==> src/rtl/mul_sequencer.sv <==
// Iterative shift-add multiplier controller that borrows the pipeline ALU.
// Each RUN cycle feeds acc + mcand to the ALU and keeps the sum when the
// current multiplier bit is set. Leading zeros of the multiplier are
// skipped, so latency tracks the position of op_b's highest set bit.
module mul_sequencer #(
    parameter int          WIDTH     = 64,
    parameter logic [3:0]  ADD_CTRL  = 4'b0010,
    parameter logic [3:0]  IDLE_CTRL = 4'b0000,
    parameter int          CNT_W     = 7
) (
    input  logic             clk,
    input  logic             reset,
    input  logic             start,
    input  logic             flush,
    input  logic [WIDTH-1:0] op_a,
    input  logic [WIDTH-1:0] op_b,
    input  logic [WIDTH-1:0] alu_result,
    output logic [WIDTH-1:0] alu_a,
    output logic [WIDTH-1:0] alu_b,
    output logic [3:0]       alu_ctrl,
    output logic             busy,
    output logic             done,
    output logic [WIDTH-1:0] product
);

    typedef enum logic [1:0] {
        IDLE = 2'd0,
        RUN  = 2'd1,
        DONE = 2'd2
    } state_t;

    state_t state, next_state;

    logic [WIDTH-1:0] acc;
    logic [WIDTH-1:0] mcand;
    logic [WIDTH-1:0] mplier;
    logic [CNT_W-1:0] cnt;

    // A flush in IDLE or RUN cancels everything, including a same-edge start.
    logic accept;
    logic finish;
    logic step;

    assign accept = (state == IDLE) && start && !flush;
    assign finish = (state == RUN) && !flush &&
                    ((mplier == '0) || (cnt == CNT_W'(WIDTH)));
    assign step   = (state == RUN) && !flush && !finish;

    // State register.
    always_ff @(posedge clk or negedge reset) begin
        // NOTE: non-blocking assignments in clocked blocks so every register
        // samples pre-edge values regardless of statement order.
        if (!reset) state <= IDLE;
        else        state <= next_state;
    end

    // Next-state logic.
    always_comb begin
        // NOTE: default assignment first so no path leaves next_state
        // unassigned, which would infer a latch.
        next_state = state;
        case (state)
            IDLE:    if (accept) next_state = RUN;
            RUN: begin
                if (flush)       next_state = IDLE;
                else if (finish) next_state = DONE;
            end
            DONE:    next_state = IDLE;
            default: next_state = IDLE;
        endcase
    end

    // Datapath: operand load on accept, one shift-add step per RUN cycle,
    // product capture on the RUN->DONE edge.
    always_ff @(posedge clk or negedge reset) begin
        // NOTE: every datapath register is in the reset list; product must
        // read zero immediately when reset asserts mid-operation.
        if (!reset) begin
            acc     <= '0;
            mcand   <= '0;
            mplier  <= '0;
            cnt     <= '0;
            product <= '0;
        end else begin
            if (accept) begin
                acc    <= '0;
                mcand  <= op_a;
                mplier <= op_b;
                cnt    <= '0;
            end
            if (step) begin
                if (mplier[0]) acc <= alu_result;
                mcand  <= mcand << 1;
                mplier <= mplier >> 1;
                cnt    <= cnt + CNT_W'(1);
            end
            if (finish) product <= acc;
        end
    end

    // Outputs: ALU is driven only in RUN; busy covers RUN and DONE.
    always_comb begin
        alu_a    = '0;
        alu_b    = '0;
        alu_ctrl = IDLE_CTRL;
        busy     = 1'b0;
        done     = 1'b0;
        case (state)
            RUN: begin
                alu_a    = acc;
                alu_b    = mcand;
                alu_ctrl = ADD_CTRL;
                busy     = 1'b1;
            end
            DONE: begin
                busy = 1'b1;
                done = 1'b1;
            end
            default: ;
        endcase
    end

endmodule

==> config.mk <==
export PLATFORM = sky130hd
export DESIGN_NAME = mul_sequencer
export DESIGN_NICKNAME = d
export VERILOG_FILES = /design/src/rtl/mul_sequencer.sv
export SDC_FILE = /design/constraint.sdc
export NUM_CORES = 1
export LEC_CHECK = 0
export CELL_PAD_IN_SITES_DETAIL_PLACEMENT = 1
export CELL_PAD_IN_SITES_GLOBAL_PLACEMENT = 1
export CORE_ASPECT_RATIO = 0.9
export CORE_UTILIZATION = 33
export CTS_CLUSTER_SIZE = 10
export DETAILED_ROUTE_END_ITERATION = 8
export GPL_ROUTABILITY_DRIVEN = 0
export PLACE_DENSITY_LB_ADDON = 0.1
export SLEW_MARGIN = 20
export SYNTH_ARGS = -nofsm -noshare
export SYNTH_HDL_FRONTEND = slang
export SYNTH_SLANG_ARGS = --single-unit
==> constraint.sdc <==
create_clock -name clk -period 2.1 [get_ports clk]
set_clock_uncertainty 0.15 [all_clocks]
set_input_delay 0.315 -clock clk [delete_from_list [all_inputs] [get_ports clk]]
set_output_delay 0.315 -clock clk [all_outputs]
set_load 0.05 [all_outputs]
Yosys cells after proc, flatten, opt, wreduce, memory -nomap -nowiden
Index checks and enable logic that the tools add are counted.
Word-level totals
  register bits: 265
  latch bits: 0
  RAM bits: 0
  memory bits (read-only): 0
  bits of input ports: 196
  logic and storage cells: 43
  memories: 0
Operators by class
  add/sub/neg operators: 1
  $mul: 0
  div/mod/pow operators: 0
  order comparisons: 0
  equal/unequal tests: 5
  shift-type cells: 0
  mux-type cells: 18
  bitwise gates (word level): 0
  reduce and logical (&&, ||, !) cells: 13
Operator list (count)
  2-to-1 mux 64 bit: 9
  zero test 64 bit: 1
  2-to-1 mux 7 bit: 2
  2-to-1 mux 2 bit: 4
  adder 7 x 1 -> 7 bit, second input constant: 1
  equality test 7 bit, second input constant: 1
  logical AND 1 bit: 5
  case mux 2 bit (2 select lines): 1
  inequality test 3 bit, second input constant: 1
  equality test 2 x 1 -> 1 bit, second input constant: 1
  equality test 2 bit, second input constant: 1
  zero test 1 bit: 2
  zero test 2 bit: 1
  2-to-1 mux 1 bit: 2
  inequality test 2 bit, second input constant: 1
  AND reduction 2 bit: 1
  nonzero test 2 bit: 1
  OR reduction 2 bit: 1
  logical OR 1 bit: 1

Depth between registers and ports, before layout
  depth in word-level cells: 6
  mapped depth: 9
  depth with buffers taken out: 7

Least setup slack after synthesis
OpenSTA, ideal clock, no wires.
  kind: reg-to-reg
  from: register state[1]
  to: register acc[41]
  arrival: 2.341 ns
  data required time: 1.876 ns
  path slack: -0.465 ns
  stages on the path, launching flop included: 10
  buffers on the path: 3
  period minus slack after synthesis: 2.565 ns
  path through: dfrtp_1 inv_1 ha_1 nor2b_1 and2_1 clkbuf_1 clkbuf_1 buf_1 nand4_1 o21ai_2
On the way
  word-level cells in the longest chain between the ends: 6
  elaborated cells on any way between the ends: 11
  classes of those cells: eq/ne: 1; mux: 3; reduce/logical: 7
RTL lines
  start: declaration: RTL line 32  | state_t state, next_state;
  start signal: assignment: RTL line 54  | else state <= next_state;
  zero test 2 bit / equality test 2 x 1 -> 1 bit (equally long branches): RTL line 44, 45, 47
  logical AND 1 bit, on equally long branches: RTL line 44, 45, 47
  logical AND 1 bit, on equally long branches: RTL line 44, 45
  2-to-1 mux 64 bit / zero test 1 bit (equally long branches): RTL line 85, 47
  2-to-1 mux 64 bit / logical AND 1 bit (equally long branches): RTL line 92, 47
  2-to-1 mux 64 bit (*): RTL line 91  | if (step) begin
  end signal: assignment: RTL line 92  | if (mplier[0]) acc <= alu_result;
  end: declaration: RTL line 34  | logic [WIDTH-1:0] acc;
Every way passes the cells marked *; elsewhere a longest branch is shown, timed or not.
A chain may end at the register's enable or synchronous reset.

Worst setup path in the final report
  from: register mplier[52]
  to: register product[21]
On the way
  word-level cells in the longest chain between the ends: 3
RTL lines
  start: declaration: RTL line 36  | logic [WIDTH-1:0] mplier;
  start signal: assignment: RTL line 88  | mplier <= op_b;
  start signal: assignment: RTL line 94  | mplier <= mplier >> 1;
  zero test 64 bit: RTL line 46  | ((mplier == '0) || (cnt == CNT_W'(WIDTH)));
  logical OR 1 bit: RTL line 46
  logical AND 1 bit: RTL line 45  | assign finish = (state == RUN) && !flush &&
  end signal: assignment: RTL line 83  | product <= '0;
  end signal: assignment: RTL line 97  | if (finish) product <= acc;
  end: declaration: RTL line 23  | output logic [WIDTH-1:0] product
No other way between the ends.

==> metrics.cfg <==
[status]
outcome=finished, violations left
violations=negative setup slack

[run]
drv_cap=0

[die]
dieArea_mm2=0.0402
die_w_um=211
num_rows=68
io_pins=394
core_mm2=0.0386
fp.dieH_um=190
initial_core_util=0.337

[power_and_ir_drop]
p_leak_nw=10.1
p_sw_w=0.0126
netSwitchingFraction=0.414
irDropWorstVdd_mv=0.680
power.density_mw_per_mm2=1370
p_comb_frac=0.550
p_int_w=0.0179
power_frac_seq=0.289
clkPwrFrac=0.161

[logic_synthesis]
ys.flop_type=dfrtp_1
yosysWarnings=0
ys_types=36
syn_area_mm2=0.0130
ys_seq_elements=265
ys_seq_area_frac=0.510
post_synth.cell_area_avg_um2=10.6
async_flop_share=1.00
synth_edf_count=0
synth_cells=1229

[clock_tree]
clock_latency_ns=0.57
cts_sinks=265
clockBufferDepth=3
path_clk_slew_ns=0.06
cts_tree=done
cts-root-buf=clkbuf_16
numCtsBuffers=31
cts-htree-levels=1

[drt]
drc=0
vias=11700
routed_via_density=5.20
drt_iter0_markers=554
wire_per_inst_um=23.6
wirelength_um=53000
antenna_left=0
dr.pass1.iters=4

[place]
placed_cells=2162
place_ws_ns=-0.565
port-buffer-count=390
hpwl_um=33200

[worst_setup_path]
path_cells=nor4_2 > buf_4 > nand4_1 > nor4_4 > buf_6 > o21ai_4 > clkbuf_16 > mux2_2
cp-end-kind=flip-flop
start_kind=flip-flop
crit_required_ns=2.39
slowest_stage=dfrtp_1
worstPathArrival_ns=2.81
path_class=reg -> reg
worst-path-max-fanout=6
cp_top_family=simple AND/OR/NAND/NOR gates
cp-startpoint=mplier[52]
cp_slowest_stage_delay_ns=0.40
r2r-start=mplier[52]
critPathBufInv=3

[grt]
antenna_found_initial=7
overflow=0
grt_first_pass_wirelength_um=75700
track_usage=0.243
grt_pass1_vias=12500
grt_max_degree=67

[sta]
period_share=1.20
slew_headroom=0.500
fin_crit_ns=2.51
hold_viol=0
rsz0062_at_grt=true
max_freq_mhz=398
worst_slew_pin_slew_ns=0.749
finalMaxSlewViolations=0
setup_viol=449
holdWs_ns=0.139
setup_slack_ns=-0.415

[finish]
final_cell_mix=dfrtp_1, clkdlybuf4s50_1, buf_12
final_common_cell=dfrtp_1
area_growth_pct=71.7
final_nets=1910
fin_util=0.578
drive_above_1_share=0.426
stdcell_count=2249

[min_path]
hold_path_class=in -> async

-- sequential cells by signal, indices dropped and copies added (netlist names) --
signal   flops
acc         64
mcand       64
mplier      64
product     64
cnt          7
state        2
-- cells by family (layout without fill, tap and decap cells) --
family / after synthesis / in the layout / synth area share
AO/OA/AOI/OAI: 204 / 205 / 0.0976
other: 1 / 8 / 0.000288
flip-flops: 265 / 265 / 0.510
AND/OR/NAND/NOR: 433 / 435 / 0.182
multiplexers: 192 / 192 / 0.154
buffers and inverters: 129 / 614 / 0.0510
adder cells (fa/ha/maj): 5 / 5 / 0.00481
-- worst reg2reg max path: cells and delay by family (launching register included) --
family	cells	cell delay (ns)
compound gates	1	0.15
buf+inv	3	0.55
flops	1	0.40
mux	1	0.28
simple gates	3	0.86
-- what timing repair did --
action,CTS,global route
hold buffers,1,0
pin swaps,4,7
resized for setup,46,76
buffers inserted,5,4
endpoints found under the setup margin,449,449
gates cloned,6,23
endpoints found under the hold margin,243,0
-- layer usage --
layer	vias to the layer above	share of wire	global-route usage
li1	5351	-	-
met1	5949	0.42	0.320
met2	303	0.50	0.408
met3	89	0.051	0.0390
met4	6	0.030	0.0716
met5	-	0.00079	0
-- power groups by stage --
stage	logic, W	clock network (W)	registers (W)
after global routing	0.0177	0.00519	0.00908
after floorplan	0.00756	0	0.00896
final	0.0168	0.00491	0.00883
after detailed placement	0.0151	0	0.00873
after global placement	0.0148	0	0.00863
after CTS	0.0160	0.00505	0.00873
-- worst paths after layout --
path	cells past startpoint	slack, ns	to
setup reg to reg	8	-0.41	product[21]
hold reg to reg	1	0.35	product[28]
setup / recovery	8	-0.41	product[21]
hold / removal	2	0.14	product[9]
min in group clk	3	0.18	acc[59]
max in group asynchronous	3	0.91	product[47]
-- layout make-up --
cell class	count	area [um2]
sequential	265	6630
timing repair buffer	560	7390
fill	3959	16300
clock buffer	42	857
tap	525	657
inverter	11	41.3
multi-input combinational	840	6740
antenna	5	12.5
clock inverter	1	8.76
-- cells in the mapped netlist, types with 2 or more instances --
| library cell | instances | area, um2 |
|---|---|---|
| dfrtp_1 | 265 | 6630 |
| o21ai_0 | 133 | 666 |
| nand3_1 | 130 | 651 |
| and2_1 | 129 | 807 |
| mux2i_1 | 128 | 1280 |
| nand4_1 | 73 | 457 |
| nand2_1 | 70 | 263 |
| clkbuf_1 | 62 | 233 |
| o21ai_2 | 60 | 526 |
| mux2_2 | 51 | 574 |
| buf_1 | 26 | 97.6 |
| nor4_1 | 16 | 100 |
| buf_2 | 14 | 70.1 |
| mux2_1 | 13 | 146 |
| inv_1 | 11 | 41.3 |
| buf_12 | 6 | 120 |
| buf_6 | 5 | 56.3 |
| ha_1 | 5 | 62.6 |
| nor2_1 | 5 | 18.8 |
| buf_4 | 4 | 30.0 |
| o221ai_1 | 4 | 35.0 |
| or4_1 | 3 | 22.5 |
| a21oi_1 | 2 | 10.0 |
| o22ai_1 | 2 | 12.5 |
-- metrics by stage --
| step | power (W) | TNS (ns) | area (um2) |
|---|---|---|---|
| 4_1_cts | 0.0298 | -137.87 | 21700 |
| 3_3_place_gp | 0.0235 | -128.95 | 20400 |
| 5_1_grt | 0.0320 | -165.53 | 22300 |
| 6_report | 0.0306 | -129.54 | 22300 |
| 2_1_floorplan | 0.0165 | -20.58 | 13900 |
| 3_5_place_dp | 0.0238 | -127.06 | 20400 |
Power figures use the tool's default switching activity.
